===== config.mk =====
export PLATFORM = sky130hd
export DESIGN_NAME = imm_gen_pipe_flat
export DESIGN_NICKNAME = d
export VERILOG_FILES = /design/src/rtl/imm_gen_pkg.sv /design/src/rtl/imm_gen_pipe_if.sv /design/src/rtl/imm_extract.sv /design/src/rtl/imm_gen_pipe.sv /design/src/flat_wrapper.sv
export SDC_FILE = /design/constraint.sdc
export NUM_CORES = 1
export LEC_CHECK = 0
export CELL_PAD_IN_SITES_DETAIL_PLACEMENT = 1
export CELL_PAD_IN_SITES_GLOBAL_PLACEMENT = 2
export CORE_ASPECT_RATIO = 1.1
export CORE_MARGIN = 2
export CORE_UTILIZATION = 30
export CTS_CLUSTER_SIZE = 24
export DETAILED_ROUTE_END_ITERATION = 10
export GPL_ROUTABILITY_DRIVEN = 0
export PLACE_DENSITY = 0.89
export SLEW_MARGIN = 40
export SYNTH_ARGS = -nofsm -noshare
export SYNTH_HDL_FRONTEND = slang
export SYNTH_SLANG_ARGS = --single-unit
export TNS_END_PERCENT = 30

===== constraint.sdc =====
create_clock -name clk -period 2.38 [get_ports clk]
set_input_delay 0.476 -clock clk [delete_from_list [all_inputs] [get_ports clk]]
set_output_delay 0.476 -clock clk [all_outputs]
set_load 0.01 [all_outputs]

===== src/rtl/imm_gen_pkg.sv =====
// Shared definitions for the pipelined RISC-V immediate generator.
// Holds the opcode constants, the format enum and the XLEN legality check.
package imm_gen_pkg;

   localparam logic [6:0] OP_LOAD     = 7'b0000011;
   localparam logic [6:0] OP_IMM      = 7'b0010011;
   localparam logic [6:0] OP_IMM32    = 7'b0011011;
   localparam logic [6:0] OP_JALR     = 7'b1100111;
   localparam logic [6:0] OP_MISC_MEM = 7'b0001111;
   localparam logic [6:0] OP_SYSTEM   = 7'b1110011;
   localparam logic [6:0] OP_STORE    = 7'b0100011;
   localparam logic [6:0] OP_BRANCH   = 7'b1100011;
   localparam logic [6:0] OP_LUI      = 7'b0110111;
   localparam logic [6:0] OP_AUIPC    = 7'b0010111;
   localparam logic [6:0] OP_JAL      = 7'b1101111;

   typedef enum logic [2:0] {
      FMT_I    = 3'd0,
      FMT_S    = 3'd1,
      FMT_B    = 3'd2,
      FMT_U    = 3'd3,
      FMT_J    = 3'd4,
      FMT_Z    = 3'd5,
      FMT_NONE = 3'd7
   } imm_fmt_e;

   function automatic bit xlen_legal(input int unsigned xlen);
      return (xlen == 32) || (xlen == 64);
   endfunction

endpackage


===== src/rtl/imm_gen_pipe_if.sv =====
// Handshake bundle of the immediate generator: instruction side in, decoded side out.
// slave is the generator's view, master is the view of whoever drives and consumes it.
interface imm_gen_pipe_if
   import imm_gen_pkg::*;
#(
   parameter int XLEN  = 64,
   parameter int TAG_W = 8
);
   logic             in_valid;
   logic             in_ready;
   logic [31:0]      in_instr;
   logic [TAG_W-1:0] in_tag;
   logic             out_valid;
   logic             out_ready;
   logic [XLEN-1:0]  out_imm;
   imm_fmt_e         out_fmt;
   logic             out_illegal;
   logic [TAG_W-1:0] out_tag;

   modport slave (
      input  in_valid, in_instr, in_tag, out_ready,
      output in_ready, out_valid, out_imm, out_fmt, out_illegal, out_tag
   );

   modport master (
      output in_valid, in_instr, in_tag, out_ready,
      input  in_ready, out_valid, out_imm, out_fmt, out_illegal, out_tag
   );
endinterface


===== src/rtl/imm_extract.sv =====
// Combinational immediate decode: instruction -> extended immediate, format, legality.
// IMM_GEN_ZICSR_EN turns SYSTEM funct3 101/110/111 into zero-extended uimm (format Z).
module imm_extract
   import imm_gen_pkg::*;
#(
   parameter int XLEN = 64
) (
   input  logic [31:0]     instr,
   output logic [XLEN-1:0] imm,
   output imm_fmt_e        fmt,
   output logic            illegal
);

   logic [31:0] imm32;

   always_comb begin
      imm32   = '0;
      fmt     = FMT_NONE;
      illegal = 1'b0;
      case (instr[6:0])
         OP_LOAD, OP_IMM, OP_IMM32, OP_JALR, OP_MISC_MEM: begin
            imm32 = {{20{instr[31]}}, instr[31:20]};
            fmt   = FMT_I;
         end
         OP_SYSTEM: begin
`ifdef IMM_GEN_ZICSR_EN
            if (instr[14] && (instr[13:12] != 2'b00)) begin
               imm32 = {27'd0, instr[19:15]};
               fmt   = FMT_Z;
            end else begin
               imm32 = {{20{instr[31]}}, instr[31:20]};
               fmt   = FMT_I;
            end
`else
            imm32 = {{20{instr[31]}}, instr[31:20]};
            fmt   = FMT_I;
`endif
         end
         OP_STORE: begin
            imm32 = {{20{instr[31]}}, instr[31:25], instr[11:7]};
            fmt   = FMT_S;
         end
         OP_BRANCH: begin
            imm32 = {{19{instr[31]}}, instr[31], instr[7], instr[30:25], instr[11:8], 1'b0};
            fmt   = FMT_B;
         end
         OP_LUI, OP_AUIPC: begin
            imm32 = {instr[31:12], 12'd0};
            fmt   = FMT_U;
         end
         OP_JAL: begin
            imm32 = {{11{instr[31]}}, instr[31], instr[19:12], instr[20], instr[30:21], 1'b0};
            fmt   = FMT_J;
         end
         default: illegal = 1'b1;
      endcase
   end

   // Every 32-bit result is already sign-correct (Z is zero-extended), so widening copies bit 31.
   if (XLEN > 32) begin : g_wide
      assign imm = {{(XLEN-32){imm32[31]}}, imm32};
   end else begin : g_narrow
      assign imm = imm32;
   end

endmodule


===== src/rtl/imm_gen_pipe.sv =====
// Pipelined immediate generator: decode, 2-entry skid buffer, saturating illegal counter.
// Optional IMM_GEN_ZICSR_EN enables CSR uimm decode in imm_extract.
//
//   state | meaning
//   EMPTY | no entry held, out_valid low
//   ONE   | head entry presented, skid slot free
//   TWO   | head presented, skid slot full, in_ready low
module imm_gen_pipe
   import imm_gen_pkg::*;
#(
   parameter int XLEN  = 64,
   parameter int TAG_W = 8,
   parameter int CNT_W = 16
) (
   input  logic              clk,
   input  logic              reset_n,
   input  logic              flush,
   imm_gen_pipe_if.slave     bus,
   output logic [CNT_W-1:0]  illegal_cnt
);

   if (!xlen_legal(XLEN)) begin : g_bad_xlen
      $error("imm_gen_pipe: XLEN must be 32 or 64");
   end

   typedef struct packed {
      logic [XLEN-1:0]  imm;
      imm_fmt_e         fmt;
      logic             illegal;
      logic [TAG_W-1:0] tag;
   } entry_t;

   typedef enum logic [1:0] {EMPTY, ONE, TWO} occ_e;

   localparam entry_t RESET_ENTRY = '{imm: '0, fmt: FMT_NONE, illegal: 1'b0, tag: '0};

   occ_e            state;
   entry_t          head;
   entry_t          skid;
   entry_t          new_entry;
   logic            in_ready_q;
   logic            out_valid_q;
   logic [XLEN-1:0] dec_imm;
   imm_fmt_e        dec_fmt;
   logic            dec_illegal;
   logic            push;
   logic            pop;

   imm_extract #(.XLEN(XLEN)) u_extract (
      .instr   (bus.in_instr),
      .imm     (dec_imm),
      .fmt     (dec_fmt),
      .illegal (dec_illegal)
   );

   always_comb begin
      new_entry         = RESET_ENTRY;
      new_entry.imm     = dec_imm;
      new_entry.fmt     = dec_fmt;
      new_entry.illegal = dec_illegal;
      new_entry.tag     = bus.in_tag;
   end

   assign push = bus.in_valid & in_ready_q;
   assign pop  = out_valid_q & bus.out_ready;

   // in_ready and out_valid are kept as flops next to the state so both ports stay registered.
   always_ff @(posedge clk or negedge reset_n) begin
      if (!reset_n) begin
         state       <= EMPTY;
         head        <= RESET_ENTRY;
         skid        <= RESET_ENTRY;
         in_ready_q  <= 1'b1;
         out_valid_q <= 1'b0;
         illegal_cnt <= '0;
      end else if (flush) begin
         state       <= EMPTY;
         in_ready_q  <= 1'b1;
         out_valid_q <= 1'b0;
      end else begin
         if (pop && head.illegal && (illegal_cnt != '1)) begin
            illegal_cnt <= illegal_cnt + 1'b1;
         end
         case (state)
            EMPTY: begin
               if (push) begin
                  head        <= new_entry;
                  state       <= ONE;
                  out_valid_q <= 1'b1;
               end
            end
            ONE: begin
               case ({push, pop})
                  2'b10: begin
                     skid       <= new_entry;
                     state      <= TWO;
                     in_ready_q <= 1'b0;
                  end
                  2'b01: begin
                     state       <= EMPTY;
                     out_valid_q <= 1'b0;
                  end
                  2'b11: head <= new_entry;
                  default: ;
               endcase
            end
            TWO: begin
               if (pop) begin
                  head       <= skid;
                  state      <= ONE;
                  in_ready_q <= 1'b1;
               end
            end
            default: begin
               state       <= EMPTY;
               in_ready_q  <= 1'b1;
               out_valid_q <= 1'b0;
            end
         endcase
      end
   end

   assign bus.in_ready    = in_ready_q;
   assign bus.out_valid   = out_valid_q;
   assign bus.out_imm     = head.imm;
   assign bus.out_fmt     = head.fmt;
   assign bus.out_illegal = head.illegal;
   assign bus.out_tag     = head.tag;

endmodule


===== src/flat_wrapper.sv =====
// flat-port wrapper written by rule: the top's interface ports become plain ports
module imm_gen_pipe_flat import imm_gen_pkg::*;
#(
   parameter int XLEN  = 64,
   parameter int TAG_W = 8,
   parameter int CNT_W = 16
)
  (clk, reset_n, flush, illegal_cnt, bus_in_valid, bus_in_instr, bus_in_tag, bus_out_ready, bus_in_ready, bus_out_valid, bus_out_imm, bus_out_fmt, bus_out_illegal, bus_out_tag);
  imm_gen_pipe_if #(.XLEN(XLEN), .TAG_W(TAG_W)) bus_i ();
  input  logic clk;
  input  logic reset_n;
  input  logic flush;
  output logic [CNT_W-1:0] illegal_cnt;
  input wire logic [$bits(bus_i.in_valid)-1:0] bus_in_valid;
  input wire logic [$bits(bus_i.in_instr)-1:0] bus_in_instr;
  input wire logic [$bits(bus_i.in_tag)-1:0] bus_in_tag;
  input wire logic [$bits(bus_i.out_ready)-1:0] bus_out_ready;
  output wire logic [$bits(bus_i.in_ready)-1:0] bus_in_ready;
  output wire logic [$bits(bus_i.out_valid)-1:0] bus_out_valid;
  output wire logic [$bits(bus_i.out_imm)-1:0] bus_out_imm;
  output wire logic [$bits(bus_i.out_fmt)-1:0] bus_out_fmt;
  output wire logic [$bits(bus_i.out_illegal)-1:0] bus_out_illegal;
  output wire logic [$bits(bus_i.out_tag)-1:0] bus_out_tag;
  assign bus_i.in_valid = bus_in_valid;
  assign bus_i.in_instr = bus_in_instr;
  assign bus_i.in_tag = bus_in_tag;
  assign bus_i.out_ready = bus_out_ready;
  assign bus_in_ready = bus_i.in_ready;
  assign bus_out_valid = bus_i.out_valid;
  assign bus_out_imm = bus_i.out_imm;
  assign bus_out_fmt = bus_i.out_fmt;
  assign bus_out_illegal = bus_i.out_illegal;
  assign bus_out_tag = bus_i.out_tag;
  imm_gen_pipe #(.XLEN(XLEN), .TAG_W(TAG_W), .CNT_W(CNT_W)) u_core (.clk(clk), .reset_n(reset_n), .flush(flush), .bus(bus_i), .illegal_cnt(illegal_cnt));
endmodule

==> results.toml <==
[cells_and_area]
final_cells = 980
drive_above_1_share_pct = 15.5
area_delta_synth_final_pct = 37.3
n_antenna_cell = 0
fin_nets = 778

[floorplanning]
die_w_um = 134
num_rows = 52
core-area_sq_um = 18300
chipHeight_um = 147
start_util_pct = 30.3
io_pins = 139
die-area_sq_um = 19600

[place]
io_buffers = 138
pre_cts_ws_ns = -0.209
placed_cells = 963
dp_hpwl_um = 13000

[global_routing]
antenna_found_initial = 0
grt_pass1_vias = 5316
grt_pass1_wl_um = 28000
track_usage_pct = 17.8
overflow = 0
grt_max_degree = 65

[sta]
tightest_slew_ns = 0.512
rsz0062_at_grt = "no"
holdWs_ns = 0.477
fin_crit_sh_pct = 94.1
drv_slew = 0
setup_ws_ns = 0.141
hold_viol = 0
timing.fmax_mhz = 447
slew_headroom_pct = 65.9
finalClockSkew_ns = 0.00959
setup_violations = 0
period_minus_slack_ns = 2.24

[routing]
drc = 0
detail_route.wl_per_cell_um = 17.5
firstDrtPassIters = 4
route.vias.total = 4998
wirelength_um = 17200
postRouteAntennaNets = 0
viasPerCell = 5.10
drtIter0Drc = 286

[synth]
syn_area_sq_um = 5550
synth_common_cells = "dfrtp_1 (101), nand2_1 (98), nor2_1 (55)"
synth_most_common_cell = "dfrtp_1"
syn_nets = 637
synth_seq_cells = 108
avgSynthCellArea_sq_um = 9.39
ys_seq_area_share_pct = 48.9
synth_edf_count = 0
yosysWarnings = 0
yosys-top-cells-area = "dfrtp_1 (46%), nand2_1 (6.6%), buf_4 (4.6%)"
synth_area_leader_cell = "dfrtp_1"
netlist.area_leader.share_pct = 45.6
ys.flop_type = "dfrtp_1"
synth.distinct_cells = 63
synth_async_sr_flop_share_pct = 100
syn_inst = 591

[cts]
cts-htree-levels = 3
insertion_delay_ns = 0.35
clkTransAtPathRegs_ns = 0.07
root_buffer = "clkbuf_16"
cts_tree = "built"
cts_buffer_depth = 2
cts_resized = 0
numClockSinks = 108
cts_made_buffers = 9

[setup_path]
crit_arrival_ns = 2.44
worst-path-max-fanout = 10
crit_type = "input port to flip-flop"
cp.required_ns = 2.58
crit_path_top_delay_cell = "clkdlybuf4s50_1"
crit_chain = "clkdlybuf4s50_1 -> nor4b_2 -> buf_4 -> o21bai_1 -> o31ai_2 -> and2_1 -> a221oi_2"
end_kind = "flip-flop"
startpoint_type = "input port"
slowest_delay_ns = 0.65

[run]
maxCapViolations = 0

[min_path]
hp-class = "flip-flop to flip-flop"

[run_status]
status = "finished clean"

[pwr]
power_leakage_uw = 0.00316
finalPower_uw = 6820
p_per_area_nw_per_um2 = 895
vdd_drop_max_uv = 326
==> placed cells by master, fill, tap and decap left out, types with 4 or more instances in the layout <==
cell type / Yosys / layout
a21o_1: 5 / 5
a21oi_1: 36 / 36
a221o_1: 6 / 6
a221oi_2: 8 / 8
a22o_1: 6 / 6
a22oi_1: 4 / 4
a31oi_1: 14 / 14
and2_1: 7 / 7
and3_1: 22 / 22
buf_12: 0 / 5
buf_4: 34 / 55
clkbuf_16: 0 / 9
clkdlybuf4s50_1: 0 / 137
clkinv_2: 0 / 4
dfrtp_1: 101 / 101
dfstp_2: 7 / 7
nand2_1: 98 / 98
nand3_1: 10 / 10
nor2_1: 55 / 54
nor3_1: 7 / 7
o21ai_0: 30 / 29
o21ai_1: 18 / 18
o21bai_1: 5 / 5
xnor2_1: 12 / 12
==> final timing paths <==
| check | slack (ns) | depth (start not counted) | startpoint | endpoint |
|---|---|---|---|---|
| setup / recovery | 0.14 | 7 | bus_in_instr[5] | u_core.bus.out_imm[13]$_DFFE_PN0P_ |
| hold / removal | 0.48 | 2 | u_core.skid[4]$_DFFE_PN0P_ | u_core.skid[4]$_DFFE_PN0P_ |
| setup reg to reg | 0.41 | 5 | u_core.bus.in_ready$_DFFE_PN1P_ | u_core.bus.out_imm[13]$_DFFE_PN0P_ |
| hold reg to reg | 0.48 | 2 | u_core.skid[4]$_DFFE_PN0P_ | u_core.skid[4]$_DFFE_PN0P_ |
| max in group asynchronous | 1.15 | 3 | reset_n | u_core.bus.in_ready$_DFFE_PN1P_ |
| min in group asynchronous | 0.53 | 2 | reset_n | u_core.bus.out_tag[7]$_DFFE_PN0P_ |
==> worst max-delay path: cells and delay by family <==
family,cells,cell delay (ns)
simple gates,2,0.59
compound gates,3,0.56
buf+inv,2,0.81
==> sequential cells by signal (all words and copies together), names as in the netlist, 2 cells and up <==
signal	cells
u_core.bus.out_fmt	3
u_core.skid	44
u_core.illegal_cnt	16
u_core.bus.out_imm	32
u_core.bus.out_tag	8
u_core.state	2
==> report_power, final <==
| part | total, uW | internal [uW] | switching [uW] | leakage, uW |
|---|---|---|---|---|
| clock network | 1420 | 735 | 680 | 0.000139 |
| registers | 2770 | 2420 | 349 | 0.00139 |
| logic | 2630 | 1460 | 1180 | 0.00163 |
==> area by class of cell <==
cell class	count	area (sq um)
inverter	2	7.51
clock inverter	5	28.8
timing repair buffer	198	1890
fill	2083	10700
sequential	108	2710
multi-input combinational	413	2430
clock buffer	11	243
tap	243	304
==> stage by stage <==
| stage | area (sq um) | utilization, % | setup TNS, ns |
|---|---|---|---|
| after floorplan | 5550 | - | 0 |
| after global placement | 7330 | 40.1 | -2.50 |
| after detailed placement | 7330 | 40.1 | -7.18 |
| after CTS | 7620 | 41.7 | 0 |
| after global routing | 7620 | 41.7 | 0 |
| final | 7620 | 41.7 | 0 |
==> metal layers <==
layer  share of wire (%)  global-route usage (%)
met1                  42                    21.9
met2                  52                    32.3
met3                 4.8                    2.74
met4                 1.6                    4.95
met5                   0                       0
==> repair_timing <==
item                                   4_1_cts  5_1_grt
setup buffers                                0        0
endpoints found under the hold margin       14        0
hold buffers                                 1        0
==> cell families after synthesis <==
logic type      after synthesis  synth area share [%]
fa+ha+maj                     1                 0.225
mux                           2                 0.406
simple gates                235                  20.7
xor+xnor                     14                  2.21
buf+inv                      70                  7.56
flops                       108                  48.9
compound gates              161                  20.0
No activity file was read; power rests on OpenSTA's default activity.
